## src/rtl/fetch_pkg.sv

```systemverilog
// Shared definitions for the instruction fetch stage: state encoding,
// IF/ID update actions, reset/bubble constants and the PC step.
package fetch_pkg;

  typedef enum logic [1:0] {
    ST_BOOT = 2'd0,
    ST_RUN  = 2'd1,
    ST_HALT = 2'd2
  } fetch_state_t;

  // What the IF/ID register does on the coming edge
  typedef enum logic [1:0] {
    ACT_HOLD   = 2'd0,
    ACT_LOAD   = 2'd1,
    ACT_BUBBLE = 2'd2
  } ifid_act_t;

  localparam logic [31:0] RESET_PC = 32'h0000_0000;
  localparam logic [31:0] NOP_WORD = 32'h0000_0000;
  localparam logic [31:0] PC_INC   = 32'h0000_0004;

  // A redirect target is usable only when it is word aligned
  function automatic logic word_aligned(input logic [1:0] low_bits);
    return (low_bits == 2'b00);
  endfunction

endpackage

```

## src/rtl/inst_fetch_if.sv

```systemverilog
// Bus between the fetch stage, the instruction ROM and the decode stage.
// master = fetch stage, slave = ROM/decode side.
interface inst_fetch_if;

  logic [31:0] instruction;
  logic [31:0] instAddr;
  logic        romCe;
  logic        stall;
  logic        flush;
  logic        branchFlag;
  logic [31:0] branchTarget;
  logic [31:0] idPc;
  logic [31:0] idInst;
  logic        idValid;
  logic        fetchErr;

  modport master (
    input  instruction, stall, flush, branchFlag, branchTarget,
    output instAddr, romCe, idPc, idInst, idValid, fetchErr
  );

  modport slave (
    output instruction, stall, flush, branchFlag, branchTarget,
    input  instAddr, romCe, idPc, idInst, idValid, fetchErr
  );

endinterface

```

## src/rtl/fetch_next_pc.sv

```systemverilog
// Combinational next-state / next-PC / IF/ID action selector.
// Encodes the redirect > flush > stall > advance priority of the RUN state.
module fetch_next_pc
  import fetch_pkg::*;
(
  input  fetch_state_t state,
  input  logic [31:0]  pc,
  input  logic         stall,
  input  logic         flush,
  input  logic         branch_flag,
  input  logic [31:0]  branch_target,
  output fetch_state_t next_state,
  output logic [31:0]  next_pc,
  output ifid_act_t    ifid_act,
  output logic         set_err
);

  // Priority decode of the control inputs for the current state
  always_comb begin
    next_state = state;
    next_pc    = pc;
    ifid_act   = ACT_HOLD;
    set_err    = 1'b0;
    case (state)
      ST_BOOT: begin
        next_state = ST_RUN;
      end
      ST_RUN: begin
        if (branch_flag && !word_aligned(branch_target[1:0])) begin
          next_state = ST_HALT;
          ifid_act   = ACT_BUBBLE;
          set_err    = 1'b1;
        end else if (branch_flag) begin
          // No delay slot: the word fetched this cycle is squashed
          next_pc  = branch_target;
          ifid_act = ACT_BUBBLE;
        end else if (flush) begin
          // PC held so the current word is fetched again next cycle
          ifid_act = ACT_BUBBLE;
        end else if (stall) begin
          ifid_act = ACT_HOLD;
        end else begin
          next_pc  = pc + PC_INC;
          ifid_act = ACT_LOAD;
        end
      end
      ST_HALT: begin
        ifid_act = ACT_BUBBLE;
      end
      default: begin
        next_state = ST_HALT;
        ifid_act   = ACT_BUBBLE;
        set_err    = 1'b1;
      end
    endcase
  end

endmodule

```

## src/rtl/inst_fetch.sv

```systemverilog
// Instruction fetch stage: owns the PC, drives the ROM address/enable and
// captures the returned word into the IF/ID pipeline register.
module inst_fetch
  import fetch_pkg::*;
(
  input  logic         clk,
  input  logic         rst,
  inst_fetch_if.master bus
);

  fetch_state_t state;
  fetch_state_t next_state;
  logic [31:0]  pc;
  logic [31:0]  next_pc;
  ifid_act_t    ifid_act;
  logic         set_err;
  logic [31:0]  id_pc;
  logic [31:0]  id_inst;
  logic         id_valid;
  logic         fetch_err;

  fetch_next_pc u_next_pc (
    .state         (state),
    .pc            (pc),
    .stall         (bus.stall),
    .flush         (bus.flush),
    .branch_flag   (bus.branchFlag),
    .branch_target (bus.branchTarget),
    .next_state    (next_state),
    .next_pc       (next_pc),
    .ifid_act      (ifid_act),
    .set_err       (set_err)
  );

  // State, PC, IF/ID and sticky error registers
  always_ff @(posedge clk or posedge rst) begin
    if (rst) begin
      state     <= ST_BOOT;
      pc        <= RESET_PC;
      id_pc     <= 32'h0000_0000;
      id_inst   <= NOP_WORD;
      id_valid  <= 1'b0;
      fetch_err <= 1'b0;
    end else begin
      state     <= next_state;
      pc        <= next_pc;
      fetch_err <= fetch_err | set_err;
      case (ifid_act)
        ACT_LOAD: begin
          id_inst  <= bus.instruction;
          id_pc    <= pc;
          id_valid <= 1'b1;
        end
        ACT_BUBBLE: begin
          id_inst  <= NOP_WORD;
          id_pc    <= 32'h0000_0000;
          id_valid <= 1'b0;
        end
        ACT_HOLD: begin
          id_inst  <= id_inst;
          id_pc    <= id_pc;
          id_valid <= id_valid;
        end
        default: begin
          id_inst  <= NOP_WORD;
          id_pc    <= 32'h0000_0000;
          id_valid <= 1'b0;
        end
      endcase
    end
  end

  // Outputs come straight from registers; ROM enable decodes the state only
  assign bus.instAddr = pc;
  assign bus.romCe    = (state == ST_RUN);
  assign bus.idPc     = id_pc;
  assign bus.idInst   = id_inst;
  assign bus.idValid  = id_valid;
  assign bus.fetchErr = fetch_err;

endmodule

```

## src/flat_wrapper.sv

```systemverilog
// flat-port wrapper written by rule: the top's interface ports become plain ports
module inst_fetch_flat import fetch_pkg::*;
  (clk, rst, bus_instruction, bus_stall, bus_flush, bus_branchFlag, bus_branchTarget, bus_instAddr, bus_romCe, bus_idPc, bus_idInst, bus_idValid, bus_fetchErr);
  inst_fetch_if bus_i ();
  input  logic clk;
  input  logic rst;
  input wire logic [$bits(bus_i.instruction)-1:0] bus_instruction;
  input wire logic [$bits(bus_i.stall)-1:0] bus_stall;
  input wire logic [$bits(bus_i.flush)-1:0] bus_flush;
  input wire logic [$bits(bus_i.branchFlag)-1:0] bus_branchFlag;
  input wire logic [$bits(bus_i.branchTarget)-1:0] bus_branchTarget;
  output wire logic [$bits(bus_i.instAddr)-1:0] bus_instAddr;
  output wire logic [$bits(bus_i.romCe)-1:0] bus_romCe;
  output wire logic [$bits(bus_i.idPc)-1:0] bus_idPc;
  output wire logic [$bits(bus_i.idInst)-1:0] bus_idInst;
  output wire logic [$bits(bus_i.idValid)-1:0] bus_idValid;
  output wire logic [$bits(bus_i.fetchErr)-1:0] bus_fetchErr;
  assign bus_i.instruction = bus_instruction;
  assign bus_i.stall = bus_stall;
  assign bus_i.flush = bus_flush;
  assign bus_i.branchFlag = bus_branchFlag;
  assign bus_i.branchTarget = bus_branchTarget;
  assign bus_instAddr = bus_i.instAddr;
  assign bus_romCe = bus_i.romCe;
  assign bus_idPc = bus_i.idPc;
  assign bus_idInst = bus_i.idInst;
  assign bus_idValid = bus_i.idValid;
  assign bus_fetchErr = bus_i.fetchErr;
  inst_fetch u_core (.clk(clk), .rst(rst), .bus(bus_i));
endmodule
```

## config.mk

```make
export PLATFORM = sky130hd
export DESIGN_NAME = inst_fetch_flat
export DESIGN_NICKNAME = d
export VERILOG_FILES = /design/src/rtl/fetch_pkg.sv /design/src/rtl/inst_fetch_if.sv /design/src/rtl/fetch_next_pc.sv /design/src/rtl/inst_fetch.sv /design/src/flat_wrapper.sv
export SDC_FILE = /design/constraint.sdc
export NUM_CORES = 1
export LEC_CHECK = 0
export BUFFER_PORTS_ARGS = -buffer_cell sky130_fd_sc_hd__buf_2
export CAP_MARGIN = 30
export CORE_ASPECT_RATIO = 0.5
export CORE_MARGIN = 2
export CORE_UTILIZATION = 46
export DETAILED_ROUTE_END_ITERATION = 6
export PLACE_DENSITY = 0.77
export SYNTH_ARGS = -nofsm -noshare
export SYNTH_HDL_FRONTEND = slang
export SYNTH_HIERARCHICAL = 1
export SYNTH_SLANG_ARGS = --single-unit
```

## constraint.sdc

```tcl
create_clock -name clk -period 3.25 [get_ports clk]
set_clock_uncertainty 0.2 [all_clocks]
set_input_delay 0.65 -clock clk [delete_from_list [all_inputs] [get_ports clk]]
set_output_delay 0.65 -clock clk [all_outputs]
set_load 0.02 [all_outputs]
```

==> metrics, run 1 <==
DRC viols=0; CTS Sinks=100; setup TNS=0 ns; HPWL after DPL=slightly above 9000 um; WL final=~13000 um; Worst Path Required=between 3 and 4 ns; CTS root buf=clkbuf_16; drt initial violations=318; Nets=724; CP Max Fanout=10; post-synthesis instance total=491; worst path bufs/invs=0; Critical Path AT=between 2 and 3 ns; startpoint types=flip-flop; Ports=168; Yosys reg bits=100; post-layout util=60.5%; dominant synthesized flop cell=dfrtp_1; cell taking the most area after synthesis=dfrtp_1; Post-CTS Setup Repair Bufs=0; Initial Util=a little under 50%; # setup viols final=0; port bufs=around 170; Post-Syn Area per Cell=just over 10 um^2; Placed Cells=a little under 800; Simple-Gate Fraction of Synth Area=between 20% and 30%; mux contribution to synthesized area=14.7%; core area=0.0104 mm^2; area delta synth->final=26.0%; largest cells by area after synthesis=dfrtp_1 50%, mux2i_1 14%, nor2_1 6.3%; status=finished, final reports clean; sequential area share after synthesis=approximately 50%; vias in the first global route=a little over 4000; Post-synth EDFFs=0; first drt pass iteration count=5; R2R Path Start=u_core/bus.instAddr[2]; CP max stage cell=or3b_2; adder-cell share of the synthesized area=0.251%; layout cells sized above 1=31.9%; delay-heaviest family, CP=simple AND/OR/NAND/NOR gates; clock latency on the worst-skew pair=roughly 0.34 ns; Final min period=between 2 and 3 ns; Hold Violations, Final=0; RSZ-0062 raised after global routing=no; area fraction of the dominant cell type after synthesis=about half; largest family of logic cells by synthesized area=simple AND/OR/NAND/NOR gates; FFs w/ async S/R, synth=100%; slowest stage delay, CP=roughly 0.5 ns; Post-Synth XOR/XNOR Area=0%; max-slew violations=0; Max-Cap Viols=0; GRT Total Usage=22.8%; period utilization=approximately 83%; maximum VDD drop=0.315 mV; largest net degree at the start of global routing=49; CTS tree=built; vias per cell=5.47; DIE HEIGHT=roughly 78 um; Syn Std Cell Area=approximately 0.0050 mm^2; leakage=2.95 nW; Clock Pin Slew Worst Setup and Hold Paths=0.07 ns; post-CTS sizing=0; Max transition margin=a little over two fifths; first-pass GRT wire length=between 20000 and 25000 um; synth unique cells=49; CP cell instances=ha_1 > or3b_2 > nor4_4 > and2_1 > o21ai_0 > a221o_1; PwrDens=roughly 500 mW/mm^2; hold_buf cts=0; n_diodes=0; f_max=approximately 370 MHz; Setup CP Type=flip-flop to flip-flop; Die W=151 um; Synth Warn #=6; Final ANT Viol Nets=0; total number of vias=4367; WL/cell=16.2 um; Finished Layout Cells=~800; TritonCTS Buffers=9; Worst-Margin Slew=approximately 0.84 ns; die area=approximately 0.012 mm^2; number of cell rows=26; crit end category=flip-flop; Compound-Gate Fraction of Synth Area=10.3%; Clock Tree Buf Depth=2; Synth Net Count=between 500 and 600; global route overflow=0; CP startpoint=u_core/bus.instAddr[2]; placer congestion estimate=between 0.8 and 0.9; antenna violations before repair=0; depth of the CTS H-tree=3; Hold WC Path Type=input port to asynchronous set/reset pin
[path summary, 6_finish.rpt]
path                            depth (start not counted)  slack [ns]                       to
worst min-delay path                                    2        0.25     u_core/bus.idInst[0]
max in group asynchronous                               3        1.88     u_core/bus.idInst[3]
min in group clk                                        1        0.27      u_core/bus.fetchErr
worst max-delay path                                    6        0.56  u_core/bus.instAddr[18]
worst min register to register                          1        0.27      u_core/bus.fetchErr
worst max register to register                          6        0.56  u_core/bus.instAddr[18]
[worst reg2reg max path: stages (launching register included)]
cell,delay (ns)
dfrtp_1,0.49
ha_1,0.24
or3b_2,0.50
nor4_4,0.50
and2_1,0.26
o21ai_0,0.09
a221o_1,0.30
[synthesized netlist by cell type (2+ instances only)]
library cell  count
dfrtp_1         100
nor2_1           83
mux2i_1          72
nand2_1          47
clkbuf_1         19
a21oi_1          17
o21ai_0          17
nand3_1          15
nand4_1          12
a31oi_1          11
inv_1            10
and2_1            7
o211ai_1          6
buf_8             5
or3_1             5
a21o_1            4
a32oi_1           4
and3_1            4
nor4_4            4
o22ai_1           4
o311ai_0          4
a221o_1           3
a22oi_1           3
and4_1            3
nor2b_1           3
nor3_1            3
buf_2             2
nor4_1            2
or2_2             2
[through the flow]
step	instance area, um^2	power, W	hold slack [ns]	worst slack [ns]
2_1_floorplan	4990	0.00178	0.322	0.714
3_3_place_gp	5950	0.00200	0.257	0.564
3_5_place_dp	5950	0.00201	0.253	0.515
4_1_cts	6280	0.00315	0.273	0.573
5_1_grt	6280	0.00326	0.278	0.417
6_report	6280	0.00312	0.253	0.561
[cell usage in the layout (no fill, tap or decap), types with 5 or more instances in the layout]
| master | instances |
|---|---|
| nand3_1 | 15 |
| buf_2 | 167 |
| o211ai_1 | 6 |
| buf_4 | 11 |
| o21ai_0 | 17 |
| mux2i_1 | 72 |
| dfrtp_1 | 100 |
| nand4_1 | 12 |
| or3_1 | 5 |
| inv_1 | 9 |
| a31oi_1 | 11 |
| a21oi_1 | 17 |
| nor2_1 | 82 |
| clkbuf_16 | 9 |
| nand2_1 | 47 |
| and2_1 | 7 |
[layer usage]
| layer | track usage (%) | wire length [um] |
|---|---|---|
| met3 | 5.06 | 925 |
| met4 | 6.17 | 164 |
| met2 | 36.2 | 6020 |
| met5 | 0 | 0 |
| met1 | 31.7 | 5800 |
[cell type report]
type / instances / area (um^2)
Clock inverter: 4 / 55.1
Timing Repair Buffer: 180 / 958
Tap cell: 140 / 175
Sequential cell: 100 / 2500
Inverter: 10 / 41.3
Clock buffer: 12 / 267
Fill cell: 922 / 4100
Multi-Input combinational cell: 353 / 2280
[where the power goes]
group          leakage, nW  internal (W)  switching, W
sequential            1.33       0.00132      0.000157
combinational         1.47      0.000186      0.000321
clock                0.155      0.000665      0.000470
total                 2.95       0.00218      0.000948
[state kept, by name, indices dropped and copies added, names as in the netlist]
signal and cells:
u_core/bus.idInst 32, u_core/state 2, u_core/bus.fetchErr 1, u_core/bus.idPc 32, u_core/bus.instAddr 32, u_core/bus.idValid 1
[cell families (layout without fill, tap and decap cells)]
kind of cell             after synthesis  count (layout)
AO/OA/AOI/OAI                         79              79
adder cells (fa/ha/maj)                1               1
buffers and inverters                 38             206
flip-flops                           100             100
multiplexers                          73              73
AND/OR/NAND/NOR                      200             200
(Power assumes the default switching activity.)
==> run 2, diff against run 1 <==
--- a/config.mk
+++ b/config.mk
@@ -5,13 +5,14 @@
 export SDC_FILE = /design/constraint.sdc
 export NUM_CORES = 1
 export LEC_CHECK = 0
+export ABC_AREA = 1
 export BUFFER_PORTS_ARGS = -buffer_cell sky130_fd_sc_hd__buf_2
 export CAP_MARGIN = 30
 export CORE_ASPECT_RATIO = 0.5
 export CORE_MARGIN = 2
 export CORE_UTILIZATION = 46
 export DETAILED_ROUTE_END_ITERATION = 6
-export PLACE_DENSITY = 0.77
+export PLACE_DENSITY = 0.76
 export SYNTH_ARGS = -nofsm -noshare
 export SYNTH_HDL_FRONTEND = slang
 export SYNTH_HIERARCHICAL = 1
==> constraint.sdc (replaced) <==
create_clock -name clk -period 2.3 [get_ports clk]
set_clock_uncertainty 0.2 [all_clocks]
set_input_delay 0.46 -clock clk [delete_from_list [all_inputs] [get_ports clk]]
set_output_delay 0.46 -clock clk [all_outputs]
set_load 0.02 [all_outputs]
==> run 2 against run 1 <==
  * Clock power rose by 46%
  * Worst hold slack lost 0.24 ns
  * Core utilization shrank 1.0 points
  * Sequential share of layout area shrank 1.5 points
  * Largest cell class unchanged
  * Largest power group unchanged
==> metrics, run 2 <==
status=finished, final reports clean; Initial Util=47.3% (-0.74 points); crit end category=flip-flop; Clock Power Share=24.4% (-12 points); f_max=520 MHz (+40%); Final ANT Viol Nets=0 (unchanged); synth unique cells=32 (-35%); most common cell in the synthesized netlist=nand2_1; Synth Net Count=756 (+35%); TritonCTS Buffers=9 (unchanged); clock latency on the worst-skew pair=0.34 ns (about the same); Worst-Margin Slew=0.674 ns (-0.169 ns); Yosys reg bits=100 (unchanged); Die W=154 um (+2.0%); Seq pwr share=38.3% (-9.1 points); drt initial violations=366 (+15%); Comb power frac=37.3% (+21 points); Syn Std Cell Area=0.00519 mm^2 (+4.2%); DIE HEIGHT=79.1 um (+2.0%); most common cell after layout, fill and taps aside=nand2_1; P_sw=0.00289 W (+200%); Critical Path AT=1.95 ns (-0.77 ns); Post-CTS Setup Repair Bufs=0 (unchanged); layout cells sized above 1=26.5% (-5.4 points); WL final=14500 um (+13%); largest net degree at the start of global routing=56 (+14%); # setup viols final=0 (unchanged); Ports=168 (unchanged); dominant synthesized flop cell=dfrtp_1; Post-Syn Area per Cell=7.57 um^2 (-25%); first-pass GRT wire length=23500 um (+11%); period utilization=83.6% (+0.88 points); cell taking the most area after synthesis=dfrtp_1; Max transition margin=55.0% (+11 points); RSZ-0062 raised after global routing=no; Int Pwr=0.00386 W (+77%); worst path bufs/invs=2 (+2); sequential area share after synthesis=48.2% (-2.0 points); Fillers=1033 (+12%); post-synthesis instance total=686 (+40%); Finished Layout Cells=998 (+25%); placer congestion estimate=0.889 (+2.2%); depth of the CTS H-tree=3 (unchanged); Final min period=1.92 ns (-0.766 ns); Register Area=0.00250 mm^2 (unchanged); area delta synth->final=25.8%; vias per cell=5.08 (-7.0%); Hold Violations, Final=0 (unchanged); max-slew violations=0 (unchanged); switch share=42.8% (+12 points); Clock Tree Buf Depth=2 (unchanged); Placed Cells=982 (+25%); CP Max Fanout=6 (-4); CTS tree=built; number of cell rows=27 (+3.8%); worst hold slack=0.0145 ns (-0.238 ns); CP cell instances=ha_1 > nand3_1 > inv_1 > nand3_4 > nor2_1 > inv_1 > o21ai_1 > a21oi_1; HPWL after DPL=10300 um (+14%); largest cells by area after synthesis=dfrtp_1 48%, nand2_1 17%, nand3_1 10%; PwrDens=1030 mW/mm^2 (+110%); Max-Cap Viols=0 (unchanged); Worst Path Required=2.32 ns (-0.96 ns); area fraction of the dominant cell type after synthesis=48.2% (-2.0 points); synth cell count leaders=238 x nand2_1, 108 x nand3_1, 100 x dfrtp_1; GRT Total Usage=24.1% (+1.3 points); Post-synth EDFFs=0 (unchanged); CP max stage cell=dfrtp_1; Tot Pwr=0.00675 W (+120%); Setup CP Type=flip-flop to flip-flop; vias in the first global route=4727 (+14%); die area=0.0122 mm^2 (+4.0%); total number of vias=5071 (+16%); n_diodes=0 (unchanged); startpoint types=flip-flop; first drt pass iteration count=6 (+1); setup TNS=0 ns (unchanged); leakage=3.66 nW (+24%); port bufs=167 (unchanged); Synth Warn #=6 (unchanged); WL/cell=14.6 um (-9.9%); slowest stage delay, CP=0.46 ns (-0.04 ns); Multi-input gate area=0.00228 mm^2 (+0.17%); post-CTS sizing=0 (unchanged); core area=0.0110 mm^2 (+5.8%); global route overflow=0 (unchanged); Hold WC Path Type=input port to asynchronous set/reset pin; DRC viols=0 (unchanged); Clock Pin Slew Worst Setup and Hold Paths=0.07 ns (about the same); CTS root buf=clkbuf_16; antenna violations before repair=0 (unchanged); delay-heaviest family, CP=flip-flops; commonest cells after routing, fill and taps aside=238 x nand2_1, 167 x buf_2, 108 x nand3_1; CTS Sinks=100 (unchanged); maximum VDD drop=0.367 mV (+16%); Top cell by count, worst path=inv_1; Nets=918 (+27%); FFs w/ async S/R, synth=100% (unchanged); hold_buf cts=0 (unchanged)
run 2: cell types whose count changed in the layout (fill, tap and decap cells not counted), sizes merged, moves of 5 or more:
cell,before,now
and2,8,0
nand3,16,113
o21ai,17,23
nand2,47,241
inv,10,57
a31oi,11,0
nor4,6,0
nor2,83,75
mux2i,72,2
a21oi,17,10
or3,5,0
run 2: per-stage QoR:
step           util (%)  area, um^2  setup slack, ns
2_1_floorplan         -        5190            0.235
3_3_place_gp       56.5        6200            0.367
3_5_place_dp       56.5        6200            0.317
4_1_cts            59.5        6530            0.397
5_1_grt            59.5        6530            0.180
6_report           59.5        6530            0.377
run 2: power by group through the flow:
stage / clock, W / sequential (W) / combinational (W)
final: 0.00165 / 0.00259 / 0.00251
after global routing: 0.00175 / 0.00264 / 0.00276
after CTS: 0.00167 / 0.00258 / 0.00250
after detailed placement: 0 / 0.00261 / 0.00249
after global placement: 0 / 0.00261 / 0.00244
after floorplan: 0 / 0.00281 / 0.00137
run 2: cell families (layout without fill, tap and decap cells):
family	Yosys count	in the layout	share of synthesized area, %
mux	2	2	0.386
flops	100	100	48.2
fa+ha+maj	1	1	0.241
xor+xnor	3	3	0.506
compound gates	46	46	5.01
buf+inv	89	256	7.98
simple gates	445	445	37.7
run 2: path summary, 6_finish.rpt:
check	slack, ns	cells after the start	startpoint	to
max	0.38	8	u_core/bus.instAddr[3]	u_core/bus.instAddr[14]
min	0.01	2	rst	u_core/bus.idPc[8]
max reg2reg	0.38	8	u_core/bus.instAddr[3]	u_core/bus.instAddr[14]
min reg2reg	0.27	2	u_core/bus.idPc[1]	u_core/bus.idPc[1]
max in group asynchronous	1.28	3	rst	u_core/bus.instAddr[20]
min in group clk	0.15	3	bus_instruction[6]	u_core/bus.idInst[6]
run 2: metal layers:
metal | GRT usage (%) | vias up | routed length [um]
met5 | 0 | - | 0
met4 | 7.48 | 0 | 217
met3 | 4.09 | 22 | 842
met2 | 39.7 | 188 | 6930
met1 | 33.1 | 2352 | 6540
li1 | - | 2509 | -
run 2: final cells by class:
class | instances | share of cell area (%)
Multi-Input combinational cell | 497 | 34.9
Timing Repair Buffer | 183 | 15.6
Tap cell | 145 | 2.78
Clock inverter | 5 | 1.28
Clock buffer | 11 | 3.72
Sequential cell | 100 | 38.3
Inverter | 57 | 3.34
==> run 3, diff against run 2 <==
--- a/config.mk
+++ b/config.mk
@@ -10,9 +10,9 @@
 export CAP_MARGIN = 30
 export CORE_ASPECT_RATIO = 0.5
 export CORE_MARGIN = 2
-export CORE_UTILIZATION = 46
+export CORE_UTILIZATION = 51
 export DETAILED_ROUTE_END_ITERATION = 6
-export PLACE_DENSITY = 0.76
+export PLACE_DENSITY = 0.8
 export SYNTH_ARGS = -nofsm -noshare
 export SYNTH_HDL_FRONTEND = slang
 export SYNTH_HIERARCHICAL = 1
==> constraint.sdc (replaced) <==
create_clock -name clk -period 2 [get_ports clk]
set_clock_uncertainty 0.2 [all_clocks]
set_input_delay 0.4 -clock clk [delete_from_list [all_inputs] [get_ports clk]]
set_output_delay 0.4 -clock clk [all_outputs]
set_load 0.02 [all_outputs]
==> run 3 against run 2 <==
  * Core utilization is 8.4 points higher
  * Sequential cell count stayed put
  * Setup slack worse by 0.21 ns
  * Worst hold slack better by 0.071 ns
  * Combinational power is 22% higher
  * First-iteration DRC count is 6.6% higher
  * Sequential share of layout area is 0.19 points lower
  * Die area is 9.4% lower
  * Clock power is 8% higher
  * Total power is 15% higher
  * Non-clock buffer count is 10 higher
  * Highest routed layer unchanged
==> metrics, run 3 (same netlist as run 2, synthesis figures left out) <==
status=finished, final reports clean; die area=0.0110 mm^2 (-9.4%); total number of vias=5224 (+3.0%); depth of the CTS H-tree=3 (unchanged); P_sw=0.00333 W (+15%); CP startpoint=u_core/state[1]; Final min period=1.84 ns (-0.0872 ns); R2R Setup Slk=0.16 ns (-0.21 ns); maximum VDD drop=0.553 mV (+51%); HPWL after DPL=10500 um (+1.6%); Worst R2R Path Depth=6 (-2); PwrDens=1180 mW/mm^2 (+14%); antenna violations before repair=0 (unchanged); Routed met2 length=7010 um (+1.1%); Ports=168 (unchanged); max-slew violations=0 (unchanged); Seq pwr share=37.6% (-0.7 points); port bufs=167 (unchanged); Max transition margin=66.9% (+12 points); WHS Path Cells=3; GRT Total Usage=26.5% (+2.4 points); vias in the first global route=4761 (+0.72%); # setup viols final=0 (unchanged); DRC viols=0 (unchanged); CTS root buf=clkbuf_16; CTS tree=built; Nets=928 (+1.1%); first-pass GRT wire length=23000 um (-2.0%); Setup CP Type=flip-flop to flip-flop; Hold Violations, Final=0 (unchanged); Clock Power Share=22.9% (-1.5 points); f_max=545 MHz (+4.7%); Max-Cap Viols=0 (unchanged); Clock Pin Slew Worst Setup and Hold Paths=0.07 ns (about the same); WL/cell=14.6 um (+0.19%); Worst Path Required=2.08 ns (-0.24 ns); Post-CTS Setup Repair Bufs=0 (unchanged); Top Layer Used=met4; n_diodes=0 (unchanged); Fillers=820 (-21%); Final ANT Viol Nets=0 (unchanged); area delta synth->final=26.4%; DIE HEIGHT=75.3 um (-4.8%); Die W=147 um (-4.9%); period utilization=91.8% (+8.2 points); Initial Util=53.7% (+6.4 points); RSZ-0062 raised after global routing=no; TritonCTS Buffers=9 (unchanged); layout cells sized above 1=27.2% (+0.74 points); commonest cells after routing, fill and taps aside=238 x nand2_1, 167 x buf_2, 108 x nand3_1; most common cell after layout, fill and taps aside=nand2_1; vias per cell=5.23 (+3.0%); switch share=43.0% (+0.19 points); Worst-Margin Slew=0.497 ns (-0.177 ns); largest net degree at the start of global routing=62 (+11%); Comb power frac=39.4% (+2.1 points); wl on met1=6170 um (-5.7%); first drt pass iteration count=5 (-1); Hold WC Path Type=input port to flip-flop; setup TNS=0 ns (unchanged); Clock Tree Buf Depth=2 (unchanged); R2R Path Start=u_core/state[1]; core area=0.00967 mm^2 (-12%); placer congestion estimate=0.918 (+3.3%); number of cell rows=25 (-7.4%); startpoint types=flip-flop; WL final=14600 um (+0.19%); Tot Pwr=0.00774 W (+15%); clock latency on the worst-skew pair=0.34 ns (about the same); global route overflow=0 (unchanged); Hold Startpoint=bus_instruction[1]; CTS Sinks=100 (unchanged); Critical Path AT=1.92 ns (-0.03 ns); crit end category=flip-flop; drt initial violations=390 (+6.6%); DR WL met3=1200 um (+42%); leakage=3.69 nW (+1.1%); Int Pwr=0.00441 W (+14%); Endpoint, Worst Hold=u_core/bus.idInst[1]; CP Max Fanout=31 (+25); Crit Reg-Reg Endpoint=u_core/bus.idInst[14]
-- run 3: changes by cell type in the layout (fill, tap and decap cells not counted) --
cell / delta
bufinv_16: -1
clkinv_4: +1
buf_4: +9
clkinvlp_4: -1
buf_12: -1
clkinv_2: +1
dlygate4sd3_1: +1
buf_6: +1
-- run 3: critical path: stages, from the launching register on --
cell     delay [ns]
dfrtp_1        0.42
nor3_1         0.28
inv_1          0.13
nor2_4         0.17
buf_4          0.35
nand3_1        0.13
nand2_1        0.08
-- run 3: worst max-delay path by stage --
stage | endpoint | slack, ns | depth (start not counted)
6_report | u_core/bus.idInst[14] | 0.16 | 6
5_1_grt | u_core/bus.instAddr[20] | 0.003 | 9
4_1_cts | u_core/bus.idInst[0] | 0.16 | 6
3_5_place_dp | u_core/bus.instAddr[3] | 0.04 | 10
3_3_place_gp | u_core/bus.instAddr[5] | 0.08 | 10
2_1_floorplan | u_core/bus.idPc[27] | 0.07 | 9
-- run 3: metrics by stage --
| step | instances | instance area (um^2) | utilization (%) | worst slack, ns | hold slack (ns) |
|---|---|---|---|---|---|
| after floorplan | 686 | 5200 | - | 0.0710 | 0.345 |
| after global placement | 981 | 6240 | 64.6 | 0.0816 | 0.244 |
| after detailed placement | 981 | 6240 | 64.6 | 0.0420 | 0.245 |
| after CTS | 998 | 6560 | 67.8 | 0.163 | 0.0755 |
| after global routing | 998 | 6560 | 67.9 | 0.00292 | 0.0862 |
| final | 998 | 6560 | 67.9 | 0.164 | 0.0858 |
-- run 3: what timing repair did --
item                       in CTS  in global routing
setup endpoints to repair       0                  7
hold endpoints to repair       61                  0
gates resized for setup         0                  1
hold buffers                    1                  0
-- run 3: layout make-up --
class	count	area, um^2	area share, %
well taps	135	169	2.57
inverters	57	218	3.32
multi-input cells	497	2280	34.8
flip-flops and latches	100	2500	38.1
clock buffers	11	243	3.70
clock inverters	5	60.1	0.916
repair buffers	193	1090	16.6
-- run 3: power groups by stage --
stage / clock [W] / combinational [W] / sequential, W
global placement: 0 / 0.00296 / 0.00293
finish: 0.00178 / 0.00305 / 0.00291
floorplan: 0 / 0.00158 / 0.00323
detailed placement: 0 / 0.00302 / 0.00294
CTS: 0.00182 / 0.00304 / 0.00290
global route: 0.00189 / 0.00336 / 0.00298
-- run 3: routing by layer --
metal | up-vias | global-route usage [%]
li1 | 2544 | -
met1 | 2441 | 34.6
met5 | - | 0
met2 | 222 | 45.0
met4 | 0 | 8.31
met3 | 17 | 6.47
